## config.mk

```make
export PLATFORM = sky130hd
export DESIGN_NAME = rpi_cmd_slave
export DESIGN_NICKNAME = d
export VERILOG_FILES = /design/src/rtl/rpi_cmd_slave.sv
export SDC_FILE = /design/constraint.sdc
export NUM_CORES = 1
export LEC_CHECK = 0
export CORE_ASPECT_RATIO = 1.75
export CORE_MARGIN = 1.5
export CORE_UTILIZATION = 45
export DETAILED_ROUTE_END_ITERATION = 6
export GPL_TIMING_DRIVEN = 0
export HOLD_SLACK_MARGIN = 0.05
export PLACE_DENSITY = 0.73
export SLEW_MARGIN = 20
export SYNTH_ARGS = -nofsm -noshare
export SYNTH_HDL_FRONTEND = slang
export SYNTH_SLANG_ARGS = --single-unit
```

## constraint.sdc

```tcl
create_clock -name clk -period 4.3 [get_ports clk]
set_input_delay 0.86 -clock clk [delete_from_list [all_inputs] [get_ports clk]]
set_output_delay 0.86 -clock clk [all_outputs]
set_load 0.02 [all_outputs]
```

## src/rtl/rpi_cmd_slave.sv

```systemverilog
// Raspberry Pi parallel-bus responder: register map, 16+16 command assembly
// into cpucmd_fifo, strobes synchronised into clk.
module rpi_cmd_slave #(
  parameter int RPI_DATA_WIDTH = 18,
  parameter int RPI_ADDR_WIDTH = 6,
  parameter int FT_DATA_WIDTH  = 32,
  parameter int SYNC_STAGES    = 2,
  parameter logic [RPI_DATA_WIDTH-1:0] ID_VALUE = 18'h25D12
) (
  input  logic                      clk,
  input  logic                      reset_n,
  input  logic [RPI_ADDR_WIDTH-1:0] rpi_a,
  input  logic [RPI_DATA_WIDTH-1:0] rpi_d_i,
  output logic [RPI_DATA_WIDTH-1:0] rpi_d_o,
  output logic                      rpi_d_oe,
  input  logic                      rpi_we,
  input  logic                      rpi_oe,
  output logic [FT_DATA_WIDTH-1:0]  cmd_fifo_data,
  output logic                      cmd_fifo_we,
  input  logic                      cmd_fifo_full,
  input  logic [7:0]                status_i,
  output logic [7:0]                ctrl_o
);

  localparam int HALF = FT_DATA_WIDTH / 2;
  localparam int CW   = $clog2(SYNC_STAGES + 1);

  localparam logic [RPI_ADDR_WIDTH-1:0] ADDR_CTRL   = RPI_ADDR_WIDTH'(0);
  localparam logic [RPI_ADDR_WIDTH-1:0] ADDR_STATUS = RPI_ADDR_WIDTH'(1);
  localparam logic [RPI_ADDR_WIDTH-1:0] ADDR_LO     = RPI_ADDR_WIDTH'(2);
  localparam logic [RPI_ADDR_WIDTH-1:0] ADDR_HI     = RPI_ADDR_WIDTH'(3);
  localparam logic [RPI_ADDR_WIDTH-1:0] ADDR_ID     = RPI_ADDR_WIDTH'(4);

  // state    | meaning
  // FLUSH    | after reset: wait for the synchroniser to hold real samples and we idle
  // IDLE     | no write in progress
  // CAPTURE  | we low, sampling a/d every cycle
  // COMMIT   | one cycle applying the last captured write
  // ABORT    | we/oe conflict seen; wait for we to return high, no commit
  typedef enum logic [2:0] {
    ST_FLUSH, ST_IDLE, ST_CAPTURE, ST_COMMIT, ST_ABORT
  } state_t;

  state_t                    state_q;
  logic [CW-1:0]             flush_q;
  logic [SYNC_STAGES-1:0]    we_sync_q;
  logic [SYNC_STAGES-1:0]    oe_sync_q;
  logic                      we_hist_q;
  logic                      oe_hist_q;
  logic [RPI_ADDR_WIDTH-1:0] addr_q;
  logic [RPI_DATA_WIDTH-1:0] wdata_q;
  logic [7:0]                ctrl_q;
  logic [HALF-1:0]           lo_q;
  logic                      lo_valid_q;
  logic                      err_q;
  logic                      ovf_q;
  logic [FT_DATA_WIDTH-1:0]  fifo_data_q;
  logic                      fifo_we_q;
  logic [RPI_DATA_WIDTH-1:0] dout_q;
  logic                      doe_q;

  logic                      we_s;
  logic                      oe_s;
  logic                      we_rise;
  logic                      oe_fall;
  logic [RPI_DATA_WIDTH-1:0] status_word;
  logic [RPI_DATA_WIDTH-1:0] rd_data;

  assign we_s    = we_sync_q[SYNC_STAGES-1];
  assign oe_s    = oe_sync_q[SYNC_STAGES-1];
  assign we_rise = we_s & ~we_hist_q;
  assign oe_fall = ~oe_s & oe_hist_q;

  always_comb begin
    status_word     = '0;
    status_word[7:0] = status_i;
    status_word[8]  = cmd_fifo_full;
    status_word[9]  = lo_valid_q;
    status_word[16] = ovf_q;
    status_word[17] = err_q;
  end

  always_comb begin
    rd_data = '0;
    case (rpi_a)
      ADDR_CTRL:   rd_data[7:0] = ctrl_q;
      ADDR_STATUS: rd_data = status_word;
      ADDR_ID:     rd_data = ID_VALUE;
      default:     rd_data = '0;
    endcase
  end

  always_ff @(posedge clk or negedge reset_n) begin
    if (!reset_n) begin
      state_q     <= ST_FLUSH;
      flush_q     <= CW'(SYNC_STAGES);
      we_sync_q   <= '1;
      oe_sync_q   <= '1;
      we_hist_q   <= 1'b1;
      oe_hist_q   <= 1'b1;
      addr_q      <= '0;
      wdata_q     <= '0;
      ctrl_q      <= '0;
      lo_q        <= '0;
      lo_valid_q  <= 1'b0;
      err_q       <= 1'b0;
      ovf_q       <= 1'b0;
      fifo_data_q <= '0;
      fifo_we_q   <= 1'b0;
      dout_q      <= '0;
      doe_q       <= 1'b0;
    end else begin
      we_sync_q <= {we_sync_q[SYNC_STAGES-2:0], rpi_we};
      oe_sync_q <= {oe_sync_q[SYNC_STAGES-2:0], rpi_oe};
      we_hist_q <= we_s;
      oe_hist_q <= oe_s;
      fifo_we_q <= 1'b0;

      // Read data is frozen at the oe fall; a simultaneous write strobe suppresses the drive.
      if (oe_fall && we_s) begin
        dout_q <= rd_data;
        doe_q  <= 1'b1;
      end else if (oe_s || !we_s) begin
        doe_q  <= 1'b0;
      end

      case (state_q)
        ST_FLUSH: begin
          if (flush_q != '0)
            flush_q <= flush_q - CW'(1);
          else if (we_s)
            state_q <= ST_IDLE;
        end
        ST_IDLE: begin
          if (!we_s && !oe_s) begin
            err_q   <= 1'b1;
            state_q <= ST_ABORT;
          end else if (!we_s) begin
            addr_q  <= rpi_a;
            wdata_q <= rpi_d_i;
            state_q <= ST_CAPTURE;
          end
        end
        ST_CAPTURE: begin
          if (!we_s && !oe_s) begin
            err_q   <= 1'b1;
            state_q <= ST_ABORT;
          end else if (!we_s) begin
            addr_q  <= rpi_a;
            wdata_q <= rpi_d_i;
          end else if (we_rise) begin
            state_q <= ST_COMMIT;
          end else begin
            state_q <= ST_IDLE;
          end
        end
        ST_COMMIT: begin
          state_q <= ST_IDLE;
          case (addr_q)
            ADDR_CTRL: ctrl_q <= wdata_q[7:0];
            ADDR_STATUS: begin
              if (wdata_q[17]) err_q <= 1'b0;
              if (wdata_q[16]) ovf_q <= 1'b0;
            end
            ADDR_LO: begin
              lo_q       <= wdata_q[HALF-1:0];
              lo_valid_q <= 1'b1;
            end
            ADDR_HI: begin
              lo_valid_q <= 1'b0;
              if (lo_valid_q && !cmd_fifo_full) begin
                fifo_data_q <= {wdata_q[HALF-1:0], lo_q};
                fifo_we_q   <= 1'b1;
              end else if (!lo_valid_q) begin
                err_q <= 1'b1;
              end else begin
                ovf_q <= 1'b1;
              end
            end
            default: ;
          endcase
        end
        ST_ABORT: begin
          if (we_s) state_q <= ST_IDLE;
        end
        default: state_q <= ST_IDLE;
      endcase
    end
  end

  assign rpi_d_o       = dout_q;
  assign rpi_d_oe      = doe_q;
  assign cmd_fifo_data = fifo_data_q;
  assign cmd_fifo_we   = fifo_we_q;
  assign ctrl_o        = ctrl_q;

endmodule
```

==> summary.md <==
The run gives 9 as the number of buffers added by the clock tree synthesis step. The depth of the worst register-to-register path is 6, and the post-detailed-route wirelength per cell is 17.3 microns. The wire length of the first global-routing pass was 14600 microns. Setup repair after global routing left no endpoint under its margin.

The logs give 2.63 nW for the static leakage power and 0 for the initial antenna violation count. For this run, design rule violations remaining after detail routing come to 0. The run gives 0 as the number of setup buffers added after CTS.

In this run the most critical hold path is launched from we_sync_q[0]. The area share of fa/ha/maj cells after synthesis was 0.00291; the count of distinct cell types in the synthesized netlist was 42. The logs give 502 for the number of placed cells counting well taps and 0.360 ns for the hold slack. The number of global-route vias before repair was 2960. CTS built an H-tree with a depth of 3.

The final hold violation count was 0; the number of instances on the worst hold path was 0. The run finished with clean final reports. The layout has 737 filler cells. The first TritonRoute pass finished after 4 iterations. In the final layout, flip-flops and latches occupy 2740 sq um.

Initial core utilization: 0.460. Total count of max-transition violations in the final report: 0. Setup violations remaining at the end of the flow were counted as 0.

In this run the core area contains 47 standard-cell rows. After legalization and detailed placement, the total HPWL measured 6410 microns. By area, the combinational part of the netlist is dominated by multiplexers. The number of placed I/O pins is 97, and the number of buffers on the longest clock path is 2. The count of inserted antenna diode cells is 0. The post-layout minimum cycle time is 2.84 ns, and the number of instances in the synthesized netlist is 284. Die span in y: 132 microns.

The overall via count from detail_route is 2648. Largest driver fanout on the critical path: 10. The overall power of the completed layout was 2.50 mW; the layout net count was 429. Input and output buffers added on the ports amount to 94. The leftover overflow at the end of global routing was 0.

Power per cell area: 435 nW/um^2. TritonCTS built the clock tree. The multiplexer area fraction after synthesis is 0.217, and the final RePlAce weighted congestion is 0.797. Summed over all failing endpoints, the final setup total negative slack is 0 ns. The worst hold path endpoint was we_sync_q[1]. The ratio of cells with drive above 1 in the final layout is 0.311, and the number of nets with antenna violations after routing is 0.

The utilization after layout was 0.615. In this run the horizontal extent of the chip is 76.9 microns. The tools report the arrival time at the worst endpoint as 3.12 ns. For the worst setup path, the data required time is 4.58 ns.

The internal reg-to-reg setup slack is 2.09 ns. The fraction of the mapped netlist area in simple logic gates is 0.0660. Across the VDD grid, the largest voltage drop is 0.000371 V. Clock tree synthesis selected as its root buffer the cell sky130_fd_sc_hd__clkbuf_16.

The tools report the number of hold buffers added after CTS as 0. The share of the synthesized netlist area taken by xor and xnor gates came out at 0.00407. The classification of the worst setup path is in -> reg. The headroom to the max-slew limit is 0.507, and the clock skew after layout is 0.00846 ns.

The max-cap check violation count was 0. After clock tree synthesis, the clock-pin slew on the worst setup and hold paths is 0.07 ns. The post-layout worst setup margin was 1.46 ns; the pin count of the biggest net entering global routing was 81.

The multi-input combinational cells in the finished layout cover a total of 1450 sq um. In this run, synthesis produced a sequential element count of 109. Before CTS, the worst setup slack after placement is 1.12 ns.

The tools report the cell area after technology mapping as 4300 sq um. The achievable frequency was 0.352 GHz. The tools report the start point of the critical path as rpi_a[5].

The fraction of the yosys area taken by sequential cells is 0.636. Using the TritonRoute via totals, the vias-per-cell ratio works out to 5.11. Per-instance average area after synthesis: 15.2 sq um. The tools report the type of element launching the critical path as an input port.

The later pin in the worst-skew pair is clocked with a latency of 0.34 ns. Yosys warning count: 0. The count of instances resized after the clock tree is built is 0, and the routed wire length is 8960 microns. The class of the tightest hold or removal check was reg -> reg. The overall global routing resource usage is 0.188, and the violation count after the first detailed-routing iteration is 109.

The critical path endpoint category was a register. The total die area came out at 10200 sq um. The core region is 9350 sq um. The run gives 109 as the clock sink count.

The beginning of the worst register-to-register path is state_q[2]. The worst register-to-register path ends at lo_q[8]. The final cycle utilization of the critical path is 0.660, and the transition time at the pin with the least slew margin is 0.733 ns. After routing the design area is 5750 sq um.

Area fraction in compound gates after synthesis: 0.0451. The finished layout holds 518 standard cells, fillers aside. Relative to the synthesized area, the layout overhead comes to 33.7%. The tools report the placed standard-cell area as 5430 sq um.
[placed cells by master, fill, tap and decap left out, types with 3 or more instances in the layout]
cell / instances
sky130_fd_sc_hd__a21oi_1: 6
sky130_fd_sc_hd__a221o_1: 8
sky130_fd_sc_hd__and2_1: 6
sky130_fd_sc_hd__buf_2: 5
sky130_fd_sc_hd__buf_4: 5
sky130_fd_sc_hd__clkbuf_16: 9
sky130_fd_sc_hd__clkdlybuf4s50_1: 93
sky130_fd_sc_hd__dfrtp_1: 102
sky130_fd_sc_hd__dfstp_2: 7
sky130_fd_sc_hd__inv_1: 5
sky130_fd_sc_hd__mux2_2: 71
sky130_fd_sc_hd__mux2_4: 9
sky130_fd_sc_hd__nand2_1: 5
sky130_fd_sc_hd__nor2_1: 11
sky130_fd_sc_hd__nor3_1: 3
sky130_fd_sc_hd__nor4_1: 3
sky130_fd_sc_hd__o21ai_0: 4
[layout make-up]
cell class / count / share of cell area
Multi-Input combinational cell: 157 / 0.252
Buffer: 14 / 0.0176
Timing Repair Buffer: 95 / 0.169
Clock buffer: 9 / 0.0392
Clock inverter: 7 / 0.0170
Inverter: 5 / 0.00326
Sequential cell: 109 / 0.476
Tap cell: 122 / 0.0265
[how the worst max path moves through the flow]
stage                       to  slack, ns  cells past startpoint
floorplan             lo_q[10]       2.24                      6
global placement     addr_q[1]      -1.53                      1
detailed placement  rpi_d_o[3]       1.12                      5
CTS                 rpi_d_o[3]       1.48                      5
global route        rpi_d_o[3]       1.32                      5
finish              rpi_d_o[3]       1.46                      5
[registers in the layout, summed over array words and instances (netlist names), 2 cells and up]
name / flops
cmd_fifo_data: 32
wdata_q: 18
lo_q: 16
rpi_d_o: 13
ctrl_o: 8
addr_q: 6
state_q: 3
flush_q: 2
oe_sync_q: 2
we_sync_q: 2
[cell usage after synthesis (all sizes together)]
master | count | area share
a311oi | 1 | 0.0020
nand2 | 5 | 0.0044
nor3 | 4 | 0.0058
ha | 1 | 0.0029
or3 | 2 | 0.0029
dfrtp | 102 | 0.59
a221o | 8 | 0.019
dfstp | 7 | 0.043
inv | 5 | 0.0044
o21ai | 4 | 0.0047
mux2 | 80 | 0.22
nand3 | 1 | 0.0012
a21oi | 6 | 0.0070
buf | 12 | 0.022
nand3b | 1 | 0.0017
or4 | 1 | 0.0026
a22o | 2 | 0.0041
nor2b | 2 | 0.0029
nand2b | 1 | 0.0015
a22oi | 1 | 0.0017
nor2 | 12 | 0.011
and2 | 6 | 0.0087
nor4 | 3 | 0.0044
or4bb | 1 | 0.0026
o221ai | 1 | 0.0020
o211ai | 2 | 0.0035
a31oi | 1 | 0.0015
and4bb | 1 | 0.0029
or3b | 1 | 0.0020
xnor2 | 2 | 0.0041
conb | 1 | 0.00087
nand4bb | 2 | 0.0052
and3 | 1 | 0.0015
clkbuf | 2 | 0.0017
nor3b | 2 | 0.0047
[report_power, final]
group | switching (mW) | leakage (nW) | internal, mW | total [mW]
Combinational | 0.137 | 1.04 | 0.198 | 0.335
Clock | 0.369 | 0.152 | 0.513 | 0.882
Sequential | 0.118 | 1.44 | 1.16 | 1.28
Total | 0.624 | 2.63 | 1.88 | 2.50
[routing by layer]
layer | track usage | part of all wire
met1 | 0.210 | 0.39
met2 | 0.334 | 0.54
met3 | 0.0443 | 0.045
met4 | 0.0864 | 0.022
met5 | 0 | 0
[cell families after synthesis]
family / after synthesis
compound gates: 26
xor+xnor: 2
fa+ha+maj: 1
buf+inv: 19
flops: 109
mux: 80
other cells: 1
simple gates: 46
[worst max-delay path, cell delays in order]
cell,delay [ns]
sky130_fd_sc_hd__clkdlybuf4s50_1,0.41
sky130_fd_sc_hd__nor4_1,0.67
sky130_fd_sc_hd__nand2b_1,0.28
sky130_fd_sc_hd__nor3b_2,0.63
sky130_fd_sc_hd__a221o_1,0.26
No activity file was read; power rests on OpenSTA's default activity.
